### src/rtl/latch_mon_pkg.sv
`default_nettype none
// ============================================================================
// Module   : latch_mon_pkg
// Purpose  : Shared types and default constants for latch_edge_monitor.
//            Holds the debounce FSM state encoding and the event record that
//            is captured on each committed transition.
// Ports    : none (package)
// Revision : 1.0  initial release
// ============================================================================
package latch_mon_pkg;

    localparam int DEFAULT_SYNC_STAGES     = 2;
    localparam int DEFAULT_DEBOUNCE_CYCLES = 4;
    localparam int DEFAULT_CNT_W           = 8;

    // Widest transition counter the event record can carry.
    localparam int MAX_CNT_W = 32;

    typedef enum logic [0:0] {
        STABLE  = 1'b0,
        PENDING = 1'b1
    } deb_state_t;

    typedef struct packed {
        logic                 rise;
        logic                 illegal;
        logic [MAX_CNT_W-1:0] count;
    } evt_t;

endpackage
`default_nettype wire

### src/rtl/latch_edge_monitor_if.sv
`default_nettype none
// ============================================================================
// Module   : latch_edge_monitor_if
// Purpose  : Single-entry valid/ready event channel carrying one committed
//            latch transition (direction, illegal flag, running count).
// Ports    : valid   - event register occupied        (master -> slave)
//            ready   - consumer accepts the event      (slave  -> master)
//            rise    - 1 rising, 0 falling             (master -> slave)
//            illegal - committed while EN was low      (master -> slave)
//            count   - transition count incl. this one (master -> slave)
// Revision : 1.0  initial release
// ============================================================================
interface latch_edge_monitor_if
    import latch_mon_pkg::*;
#(
    parameter int CNT_W = DEFAULT_CNT_W
);
    logic             valid;
    logic             ready;
    logic             rise;
    logic             illegal;
    logic [CNT_W-1:0] count;

    modport master (output valid, output rise, output illegal, output count, input ready);
    modport slave  (input valid, input rise, input illegal, input count, output ready);
endinterface
`default_nettype wire

### src/rtl/bit_sync.sv
`default_nettype none
// ============================================================================
// Module   : bit_sync
// Purpose  : One-bit multi-flop synchroniser, synchronous reset to 0.
// Ports    : clk - destination clock
//            rst - synchronous active-high reset
//            d   - asynchronous input
//            q   - synchronised output (last flop of the chain)
// Revision : 1.0  initial release
// ============================================================================
module bit_sync
    import latch_mon_pkg::*;
#(
    parameter int STAGES = DEFAULT_SYNC_STAGES   // >= 2
) (
    input  logic clk,
    input  logic rst,
    input  logic d,
    output logic q
);

    logic [STAGES-1:0] r_chain;

    always_ff @(posedge clk) begin
        if (rst) begin
            r_chain <= '0;
        end else begin
            r_chain <= {r_chain[STAGES-2:0], d};
        end
    end

    assign q = r_chain[STAGES-1];

endmodule
`default_nettype wire

### src/rtl/latch_edge_monitor.sv
`default_nettype none
// ============================================================================
// Module   : latch_edge_monitor
// Purpose  : Observer for a d_latch output. Synchronises Q and EN, debounces
//            Q, and reports each committed transition as a rise/fall event
//            with a running count. Commits made while EN is low are flagged.
// Ports    : clk, rst     - clock, synchronous active-high reset
//            q_in, en_in  - latch Q and EN (asynchronous to clk)
//            clr          - clears edge_count, err_illegal, err_ovf
//            evt          - event channel (master side)
//            q_stable     - debounced latch level
//            edge_count   - committed transitions, wrapping
//            err_illegal  - sticky, commit seen with EN low
//            err_ovf      - sticky, event dropped on a full register
// Revision : 1.0  initial release
// ============================================================================
module latch_edge_monitor
    import latch_mon_pkg::*;
#(
    parameter int SYNC_STAGES     = DEFAULT_SYNC_STAGES,      // >= 2
    parameter int DEBOUNCE_CYCLES = DEFAULT_DEBOUNCE_CYCLES,  // >= 1
    parameter int CNT_W           = DEFAULT_CNT_W             // 1..MAX_CNT_W
) (
    input  logic                  clk,
    input  logic                  rst,
    input  logic                  q_in,
    input  logic                  en_in,
    input  logic                  clr,
    latch_edge_monitor_if.master  evt,
    output logic                  q_stable,
    output logic [CNT_W-1:0]      edge_count,
    output logic                  err_illegal,
    output logic                  err_ovf
);

    localparam int               RUN_W       = $clog2(DEBOUNCE_CYCLES + 1);
    localparam logic [RUN_W-1:0] c_run_limit = RUN_W'(DEBOUNCE_CYCLES);

    logic             w_q_sync;
    logic             w_en_sync;
    logic             w_mismatch;
    logic [RUN_W-1:0] w_run_next;
    logic             w_commit;
    logic             w_illegal;
    logic [CNT_W-1:0] w_cnt_base;
    logic [CNT_W-1:0] w_cnt_next;

    deb_state_t       r_state;
    logic [RUN_W-1:0] r_run_cnt;
    logic             r_q_stable;
    logic [CNT_W-1:0] r_edge_count;
    logic             r_err_illegal;
    logic             r_err_ovf;
    logic             r_evt_valid;
    evt_t             r_evt;

    bit_sync #(.STAGES(SYNC_STAGES)) u_q_sync (
        .clk (clk),
        .rst (rst),
        .d   (q_in),
        .q   (w_q_sync)
    );

    bit_sync #(.STAGES(SYNC_STAGES)) u_en_sync (
        .clk (clk),
        .rst (rst),
        .d   (en_in),
        .q   (w_en_sync)
    );

    // A commit happens on the edge where the mismatch run reaches its limit,
    // so the run counter never actually holds DEBOUNCE_CYCLES.
    assign w_mismatch = w_q_sync ^ r_q_stable;
    assign w_run_next = (r_state == PENDING) ? (r_run_cnt + RUN_W'(1)) : RUN_W'(1);
    assign w_commit   = w_mismatch && (w_run_next == c_run_limit);
    assign w_illegal  = ~w_en_sync;

    // A coincident clear restarts the count before this commit is added.
    assign w_cnt_base = clr ? '0 : r_edge_count;
    assign w_cnt_next = w_cnt_base + CNT_W'(1);

    always_ff @(posedge clk) begin
        if (rst) begin
            r_state    <= STABLE;
            r_run_cnt  <= '0;
            r_q_stable <= 1'b0;
        end else if (w_mismatch) begin
            if (w_commit) begin
                r_state    <= STABLE;
                r_run_cnt  <= '0;
                r_q_stable <= w_q_sync;
            end else begin
                r_state    <= PENDING;
                r_run_cnt  <= w_run_next;
            end
        end else begin
            // Synced level fell back to the stable level: glitch rejected.
            r_state   <= STABLE;
            r_run_cnt <= '0;
        end
    end

    // Clear is written first so a same-edge commit overrides it.
    always_ff @(posedge clk) begin
        if (rst) begin
            r_edge_count  <= '0;
            r_err_illegal <= 1'b0;
            r_err_ovf     <= 1'b0;
            r_evt_valid   <= 1'b0;
            r_evt         <= '0;
        end else begin
            if (clr) begin
                r_edge_count  <= '0;
                r_err_illegal <= 1'b0;
                r_err_ovf     <= 1'b0;
            end
            if (w_commit) begin
                r_edge_count <= w_cnt_next;
                if (w_illegal) begin
                    r_err_illegal <= 1'b1;
                end
                if (!r_evt_valid || evt.ready) begin
                    r_evt_valid <= 1'b1;
                    r_evt       <= '{rise: w_q_sync, illegal: w_illegal,
                                     count: MAX_CNT_W'(w_cnt_next)};
                end else begin
                    r_err_ovf <= 1'b1;
                end
            end else if (r_evt_valid && evt.ready) begin
                r_evt_valid <= 1'b0;
            end
        end
    end

    // The record's count field is sized for the widest counter; bits above
    // CNT_W are always zero and intentionally go nowhere.
    if (CNT_W < MAX_CNT_W) begin : g_count_pad
        logic unused_count_hi;
        assign unused_count_hi = |r_evt.count[MAX_CNT_W-1:CNT_W];
    end

    assign evt.valid   = r_evt_valid;
    assign evt.rise    = r_evt.rise;
    assign evt.illegal = r_evt.illegal;
    assign evt.count   = r_evt.count[CNT_W-1:0];
    assign q_stable    = r_q_stable;
    assign edge_count  = r_edge_count;
    assign err_illegal = r_err_illegal;
    assign err_ovf     = r_err_ovf;

endmodule
`default_nettype wire

### src/flat_wrapper.sv
// flat-port wrapper written by rule: the top's interface ports become plain ports
module latch_edge_monitor_flat import latch_mon_pkg::*;
#(
    parameter int SYNC_STAGES     = DEFAULT_SYNC_STAGES,             
    parameter int DEBOUNCE_CYCLES = DEFAULT_DEBOUNCE_CYCLES,         
    parameter int CNT_W           = DEFAULT_CNT_W                            
)
  (clk, rst, q_in, en_in, clr, q_stable, edge_count, err_illegal, err_ovf, evt_valid, evt_rise, evt_illegal, evt_count, evt_ready);
  latch_edge_monitor_if #(.CNT_W(CNT_W)) evt_i ();
  input  logic clk;
  input  logic rst;
  input  logic q_in;
  input  logic en_in;
  input  logic clr;
  output logic q_stable;
  output logic [CNT_W-1:0] edge_count;
  output logic err_illegal;
  output logic err_ovf;
  output wire logic [$bits(evt_i.valid)-1:0] evt_valid;
  output wire logic [$bits(evt_i.rise)-1:0] evt_rise;
  output wire logic [$bits(evt_i.illegal)-1:0] evt_illegal;
  output wire logic [$bits(evt_i.count)-1:0] evt_count;
  input wire logic [$bits(evt_i.ready)-1:0] evt_ready;
  assign evt_valid = evt_i.valid;
  assign evt_rise = evt_i.rise;
  assign evt_illegal = evt_i.illegal;
  assign evt_count = evt_i.count;
  assign evt_i.ready = evt_ready;
  latch_edge_monitor #(.SYNC_STAGES(SYNC_STAGES), .DEBOUNCE_CYCLES(DEBOUNCE_CYCLES), .CNT_W(CNT_W)) u_core (.clk(clk), .rst(rst), .q_in(q_in), .en_in(en_in), .clr(clr), .evt(evt_i), .q_stable(q_stable), .edge_count(edge_count), .err_illegal(err_illegal), .err_ovf(err_ovf));
endmodule
### config.mk
export PLATFORM = sky130hd
export DESIGN_NAME = latch_edge_monitor_flat
export DESIGN_NICKNAME = d
export VERILOG_FILES = /design/src/rtl/latch_mon_pkg.sv /design/src/rtl/latch_edge_monitor_if.sv /design/src/rtl/bit_sync.sv /design/src/rtl/latch_edge_monitor.sv /design/src/flat_wrapper.sv
export SDC_FILE = /design/constraint.sdc
export NUM_CORES = 1
export LEC_CHECK = 0
export ABC_CLOCK_PERIOD_IN_PS = 2350
export BUFFER_PORTS_ARGS = -buffer_cell sky130_fd_sc_hd__clkbuf_2
export CORE_AREA = 8 8 59 61
export DETAILED_ROUTE_END_ITERATION = 8
export DIE_AREA = 0 0 67 69
export GPL_ROUTABILITY_DRIVEN = 0
export HOLD_SLACK_MARGIN = 0.02
export PLACE_DENSITY = 0.81
export SYNTH_ARGS = -nofsm -noshare
export SYNTH_HDL_FRONTEND = slang
export SYNTH_SLANG_ARGS = --single-unit
### constraint.sdc
create_clock -name clk -period 2.35 [get_ports clk]
set_input_delay 0.3525 -clock clk [delete_from_list [all_inputs] [get_ports clk]]
set_output_delay 0.3525 -clock clk [all_outputs]
set_load 0.05 [all_outputs]
# [Word level (Yosys, flattened, before mapping)]
# Cells that the tools add are included.
[classes] addsub=2 eq_ne=2 muxes=13 bitwise=3 reduce_logical=10
[op_table] op="2-to-1 mux 8 bit" n=2
[op_table] op="2-to-1 mux 1 bit" n=10
[op_table] op="adder 8 x 1 -> 8 bit (second input constant)" n=1
[op_table] op="AND reduction 2 bit" n=3
[op_table] op="adder 3 x 1 -> 3 bit (second input constant)" n=1
[op_table] op="equality test 3 bit (second input constant)" n=1
[op_table] op="2-to-1 mux 3 bit" n=1
[op_table] op="OR reduction 3 bit" n=1
[op_table] op="logical AND 1 bit" n=2
[op_table] op="!= test 2 bit (second input constant)" n=1
[op_table] op="NOT 1 bit" n=2
[op_table] op="nonzero test 2 bit" n=1
[op_table] op="OR reduction 2 bit" n=1
[op_table] op="logical NOT 1 bit" n=1
[op_table] op="logical OR 1 bit" n=1
[op_table] op="bitwise XOR 1 bit" n=1
[word_totals] register_bits=30 in_bits=6 output_inout_bits=22 elab_cells=42

# [Longest topological paths before layout]
# Gate-level depths: netlist of the first run.
[logic_depth] word_depth=6 ltp_mapped=7 mapped_depth_nobuf=6

# [Hierarchy]
# Synthesis of the first run repeated with hierarchy kept, for this count alone.
[unflattened] hier_cells=136 hier_area_um2=1229.9
[by_module_without_submodules] module="latch_edge_monitor" n_inst=1 cells_each=128 area_per_inst_um2=1124.8 seq_area_each_um2=520.5
[by_module_without_submodules] module="bit_sync" n_inst=2 cells_each=4 area_per_inst_um2=52.6 seq_area_each_um2=40.0

# [Least setup slack after synthesis of the first run]
# Ideal clock, no wire load.
[synth_timing] path_type="register to register" startpoint="register u_core.r_edge_count[0] (netlist: u_core.edge_count[0])" endpoint="register u_core.r_edge_count[6] (netlist: u_core.edge_count[6])" setup_ps=116 t_arrival_ps=1938 t_required_ps=2234 slack_ps=295 path_stages_with_launch=7 path_buffers=0 synth_period_minus_slack_ps=2055 path_cell_list="dfxtp_1 nor2b_1 ha_1 nand3_1 nor3_1 a21oi_1 a31o_2"
[synth_between] elab_chain_len=3
[synth_rtl] element="start, declared" line="latch_edge_monitor.sv:51" source="logic [CNT_W-1:0] r_edge_count;"
[synth_rtl] element="start signal, assigned" line="latch_edge_monitor.sv:118" source="r_edge_count <= w_cnt_next;"
[synth_rtl] element="2-to-1 mux 8 bit" line="latch_edge_monitor.sv:79" source="assign w_cnt_base = clr ? '0 : r_edge_count;"
[synth_rtl] element="adder 8 x 1 -> 8 bit" line="latch_edge_monitor.sv:80" source="assign w_cnt_next = w_cnt_base + CNT_W'(1);"
[synth_rtl] element="2-to-1 mux 8 bit" line="latch_edge_monitor.sv:117" source="if (w_commit) begin"
# No other way between the ends.
# A chain may end at the register's enable or synchronous reset.

# [Final worst setup path of the first run]
[layout_timing] startpoint="register u_core.r_run_cnt[0]" endpoint="register u_core.r_evt, in the netlist u_core.evt.count[2]"
[layout_between] elab_chain_len=5
[layout_rtl] element="start, declared" line="latch_edge_monitor.sv:49" source="logic [RUN_W-1:0] r_run_cnt;"
[layout_rtl] element="start signal, assigned" line="latch_edge_monitor.sv:94" source="r_run_cnt <= w_run_next;"
[layout_rtl] element="adder 3 x 1 -> 3 bit" line="latch_edge_monitor.sv:74" source="assign w_run_next = (r_state == PENDING) ? (r_run_cnt + RUN_W'(1)) : RUN_W'(1);"
[layout_rtl] element="2-to-1 mux 3 bit" line="latch_edge_monitor.sv:74"
[layout_rtl] element="equality test 3 bit" line="latch_edge_monitor.sv:75" source="assign w_commit = w_mismatch && (w_run_next == c_run_limit);"
[layout_rtl] element="logical AND 1 bit" line="latch_edge_monitor.sv:75"
[layout_rtl] element="AND reduction 2 bit (no line)"
[layout_rtl] element="end signal, assigned" line="latch_edge_monitor.sv:124" source="r_evt <= '{rise: w_q_sync, illegal: w_illegal,"
[layout_rtl] element="end, declared" line="latch_edge_monitor.sv:55" source="evt_t r_evt;"
# No other way between the ends.

==> reports/results.tsv, run 1 <==
metric	value	unit
path_cells	ha_1 > nor2b_1 > and4_1 > a21oi_1 > a211oi_1	
die_w	67	um
layout.nets	172	
startpoint_type	register	
synth-edff-count	0	
cts_tree	yes	
synthArstFlopShare	0	%
clock_skew	7.20	ps
cp_max_fo	16	
postCtsSetupBuffers	0	
route.detailed.drc	0	
cts_buffers	5	
portBuffers	27	
regArea	601	sq um
num_vias	1067	
yosys_warnings	0	
cpMaxStageDelayCell	and4_1	
die_area	4620	sq um
detailed_place_hpwl	1.93	mm
max_clock_freq	0.504	GHz
die_y	69	um
met3_usage	4.85	%
via_per_inst	5.44	
wl	2.68	mm
routedWlPerCell	13.7	um
ys_types	30	
leakagePower	0.568	nW
drive_above_1_share	24.2	%
rows	19	
multi_input_area	569	sq um
grt_setup_unrepaired	no	
synth-seq-cells	30	
fin_crit	1980	ps
postRouteAntennaNets	0	
cts_max_level	2	
grt_pass1_wl	4.75	mm
dr.pass1.iters	4	
cp_data_arrival_time	2230	ps
hold_violations	0	
status	complete, no violations	
crit_family	simple AND/OR/NAND/NOR gates	
tns	0	ps
holdBufCountCts	0	
synth.avg_cell_area	9.06	sq um
synth_area	1220	sq um
period_share	84.4	%
cp-end-kind	register	
final_cell_mix	30 x dfxtp_1, 27 x clkbuf_2, 16 x a21oi_1	
crit_buf_inv	0	
worstPathRequired	2590	ps
netlist_instances	135	
power.density	599	nW/um^2
synthToLayoutAreaGrowth	17.2	%
cts_root_buf	clkbuf_4	
ir_drop	513	uV
yosysSeqAreaShare	49.1	%
fillers	244	
hp-class	primary input to register	
insertion_delay	330	ps
core_area	2620	sq um
start_util	46.8	%
synth-main-ff-cell	dfxtp_1	
cap_viol_max_count	0	
max_slew_margin	61.6	%
dpl-instance-area	1370	sq um
antenna_found_initial	0	
cpPeakStageDelay	610	ps
antenna-diode-count	0	
stdcell_area	1430	sq um
cts-resized-gates	0	
first_iter_violations	36	
power.total	0.000859	W
clkSlewWorstSetupHoldPaths	100	ps
grt.busiest_layer	met2	
maxSlewViolCount	0	
final_common_cell	dfxtp_1	
clock_path_buffers	2	
worst_pin_slew	576	ps
grt_overflow	0	
boundaryPins	28	
use_met1	14.0	%
use_met2	20.4	%
setup_violations	0	
path_class	register to register	
synth_fp_nets	143	
grt_pass1_vias	1101	
grt_max_degree	25	
clock_sinks	30	
track_usage	12.9	%
==> per-layer routing <==
metal | vias to the layer above | part of all wire [%]
met1 | 497 | 41
met4 | 0 | 2.6
li1 | 534 | -
met3 | 8 | 5.4
met2 | 28 | 51
met5 | - | 0
==> registers in the layout, summed over array words and instances (netlist names) <==
| register | count |
|---|---|
| u_core.u_q_sync.r_chain | 2 |
| u_core.r_run_cnt | 3 |
| u_core.evt.rise | 1 |
| u_core.edge_count | 8 |
| u_core.u_en_sync.r_chain | 2 |
| u_core.evt.count | 8 |
| u_core.q_stable | 1 |
| u_core.evt.valid | 1 |
| u_core.r_state | 1 |
| u_core.err_ovf | 1 |
| u_core.err_illegal | 1 |
| u_core.evt.illegal | 1 |
==> where the power goes <==
group          total (W)  internal, W  switching [W]
clock           0.000323     0.000144       0.000179
sequential      0.000515     0.000512     0.00000265
combinational  0.0000212   0.00000747      0.0000137
total           0.000859     0.000663       0.000196
==> path summary, 6_finish.rpt <==
path                               startpoint                     endpoint  slack (ps)  cells past startpoint
setup / recovery          u_core.r_run_cnt[0]          u_core.evt.count[2]         370                      5
hold / removal                           q_in   u_core.u_q_sync.r_chain[0]         250                      2
setup reg to reg          u_core.r_run_cnt[0]          u_core.evt.count[2]         370                      5
hold reg to reg   u_core.u_en_sync.r_chain[0]  u_core.u_en_sync.r_chain[1]         440                      1
==> metrics by stage <==
stage / util [%] / cells / worst slack (ps) / hold WS [ps]
CTS: 54.8 / 196 / 367 / 247
global route: 54.8 / 196 / 179 / 245
floorplan: - / 135 / 295 / 414
finish: 54.8 / 196 / 366 / 249
global placement: 52.4 / 188 / 451 / 423
detailed placement: 52.4 / 188 / 338 / 433
==> cell type report <==
class	count	area share, %
clock buffer	6	3.58
clock inverter	2	0.873
multi-input combinational	94	39.7
timing repair buffer	28	9.95
inverter	5	1.31
sequential	30	41.9
tap	31	2.71
==> logic make-up after synthesis <==
| group | count (synthesis) | share of synthesized area (%) |
|---|---|---|
| simple gates | 49 | 21.5 |
| compound gates | 34 | 16.6 |
| flops | 30 | 49.1 |
| buf+inv | 11 | 4.40 |
| xor+xnor | 9 | 6.44 |
| fa+ha+maj | 2 | 2.04 |
==> cells in the mapped netlist, drive strengths merged, types with 2 or more instances <==
cell type,number,area share [%]
dfxtp,30,49
a21oi,16,6.5
nand2,10,3.1
nor2,9,2.8
nor2b,9,4.6
o21ai,8,3.3
xnor2,6,4.3
inv,5,1.5
nand3,5,2.0
nand4,4,2.6
or3,4,2.0
a211oi,3,1.8
buf,3,1.9
clkbuf,3,0.92
o32ai,3,2.1
xor2,3,2.1
ha,2,2.0
nor3,2,0.82
or2,2,1.0
Power figures use the tool's default switching activity.
==> run 2, diff against run 1 <==
--- a/config.mk
+++ b/config.mk
@@ -5,7 +5,7 @@
 export SDC_FILE = /design/constraint.sdc
 export NUM_CORES = 1
 export LEC_CHECK = 0
-export ABC_CLOCK_PERIOD_IN_PS = 2350
+export ABC_CLOCK_PERIOD_IN_PS = 1950
 export BUFFER_PORTS_ARGS = -buffer_cell sky130_fd_sc_hd__clkbuf_2
 export CORE_AREA = 8 8 59 61
 export DETAILED_ROUTE_END_ITERATION = 8
==> constraint.sdc (replaced) <==
create_clock -name clk -period 1.95 [get_ports clk]
set_input_delay 0.2925 -clock clk [delete_from_list [all_inputs] [get_ports clk]]
set_output_delay 0.2925 -clock clk [all_outputs]
set_load 0.05 [all_outputs]
==> reports/results.tsv, run 2 (synthesis gave the netlist of run 1 again) <==
metric	value	unit	change
status	complete, no violations		
boundaryPins	28		unchanged
worstPathRequired	2190	ps	-400 ps
clock_sinks	30		unchanged
grt_overflow	0		unchanged
dpl-instance-area	1400	sq um	+2.4%
clkSlewWorstSetupHoldPaths	100	ps	about the same
die_w	67	um	unchanged
startpoint_type	register		
antenna-diode-count	0		unchanged
rows	19		unchanged
die_y	69	um	unchanged
stdcell_area	1480	sq um	+3.5%
cts_max_level	2		unchanged
die_area	4620	sq um	unchanged
multi_input_area	572	sq um	+0.44%
max_slew_margin	68.9	%	+7.3 points
ir_drop	446	uV	-13%
final_cell_mix	28 x dfxtp_1, 27 x clkbuf_2, 16 x a21oi_1		
cp_data_arrival_time	1990	ps	-240 ps
cp_max_fo	4		-12
regArea	603	sq um	+0.42%
antenna_found_initial	0		unchanged
first_iter_violations	50		+39%
grt_pass1_wl	4.86	mm	+2.3%
grt_setup_unrepaired	no		
num_vias	1068		+0.094%
fin_crit	1750	ps	-234 ps
path_class	register to register		
drive_above_1_share	27.8	%	+3.6 points
synthToLayoutAreaGrowth	21.3	%	
dr.pass1.iters	5		+1
power.total	0.00111	W	+30%
fillers	251		+2.9%
via_per_inst	5.34		-1.9%
clock_skew	8.36	ps	+1.16 ps
hold_violations	0		unchanged
max_clock_freq	0.571	GHz	+13%
detailed_place_hpwl	2.13	mm	+11%
wl	2.89	mm	+7.9%
use_met1	12.6	%	-1.4 points
holdWs	170	ps	-79.0 ps
maxSlewViolCount	0		unchanged
cap_viol_max_count	0		unchanged
grt.busiest_layer	met2		
leakagePower	0.600	nW	+5.6%
cts_tree	yes		
period_share	89.8	%	+5.3 points
final_common_cell	dfxtp_1		
grt_pass1_vias	1134		+3.0%
use_met2	24.1	%	+3.7 points
layout.nets	176		+2.3%
power.density	751	nW/um^2	+25%
postCtsSetupBuffers	0		unchanged
cp-end-kind	register		
postRouteAntennaNets	0		unchanged
route.detailed.drc	0		unchanged
tns	0	ps	unchanged
start_util	46.8	%	unchanged
grt_max_degree	25		unchanged
hp-class	primary input to register		
core_area	2620	sq um	unchanged
holdBufCountCts	0		unchanged
cts_buffers	5		unchanged
met3_usage	5.17	%	+0.32 points
portBuffers	27		unchanged
cts_root_buf	clkbuf_4		
setup_violations	0		unchanged
insertion_delay	330	ps	about the same
worst_pin_slew	466	ps	-110 ps
track_usage	13.3	%	+0.41 points
routedWlPerCell	14.5	um	+5.7%
clock_path_buffers	2		unchanged
[run 2: cell count changes in the layout (fill, tap and decap cells not counted)]
cell and change:
buf_4 +4, clkbuf_8 +2, dfxtp_1 -2, dfxtp_2 +2, clkinv_2 -1, clkinvlp_4 -1, nor2b_1 -1, nor2b_2 +1
[run 2: stage by stage]
stage / utilization, % / instances / setup WS [ps]
global route: 56.7 / 200 / 21.2
CTS: 56.7 / 200 / 130
floorplan: - / 135 / 61.7
detailed placement: 53.6 / 192 / 92.4
global placement: 53.6 / 192 / 224
finish: 56.7 / 200 / 200
[run 2: repair_timing]
action	CTS	global route
hold endpoints to repair	0	0
setup endpoints to repair	0	1
gates resized for setup	0	1
[run 2: final cells by class]
| cell class | instances | share of cell area, % |
|---|---|---|
| tap | 31 | 2.61 |
| sequential | 30 | 40.6 |
| inverter | 5 | 1.26 |
| clock buffer | 8 | 5.31 |
| timing repair buffer | 32 | 11.6 |
| multi-input combinational | 94 | 38.5 |
[run 2: path summary, 6_finish.rpt]
check | from | depth (start not counted) | end | slack [ps]
max | u_core.edge_count[1] | 6 | u_core.edge_count[6] | 200
min | q_in | 2 | u_core.u_q_sync.r_chain[0] | 170
max reg2reg | u_core.edge_count[1] | 6 | u_core.edge_count[6] | 200
min reg2reg | u_core.u_en_sync.r_chain[1] | 1 | u_core.evt.illegal | 450
[run 2: metal layers]
metal	up-vias	wire, um
met3	7	133
li1	538	-
met5	-	0
met2	24	1540
met1	499	1170
met4	0	48
[run 2: where the power goes]
part / leakage [nW] / switching, W / internal (W)
logic: 0.312 / 0.0000176 / 0.00000923
registers: 0.244 / 0.00000276 / 0.000617
clock network: 0.0446 / 0.000221 / 0.000246
[run 2: worst max-delay path: stages, from the launching register on]
cell and delay [ps]:
dfxtp_2 350, nor2b_1 190, ha_1 240, nand3_1 160, nor3_1 370, a21oi_1 120
a31o_2 220
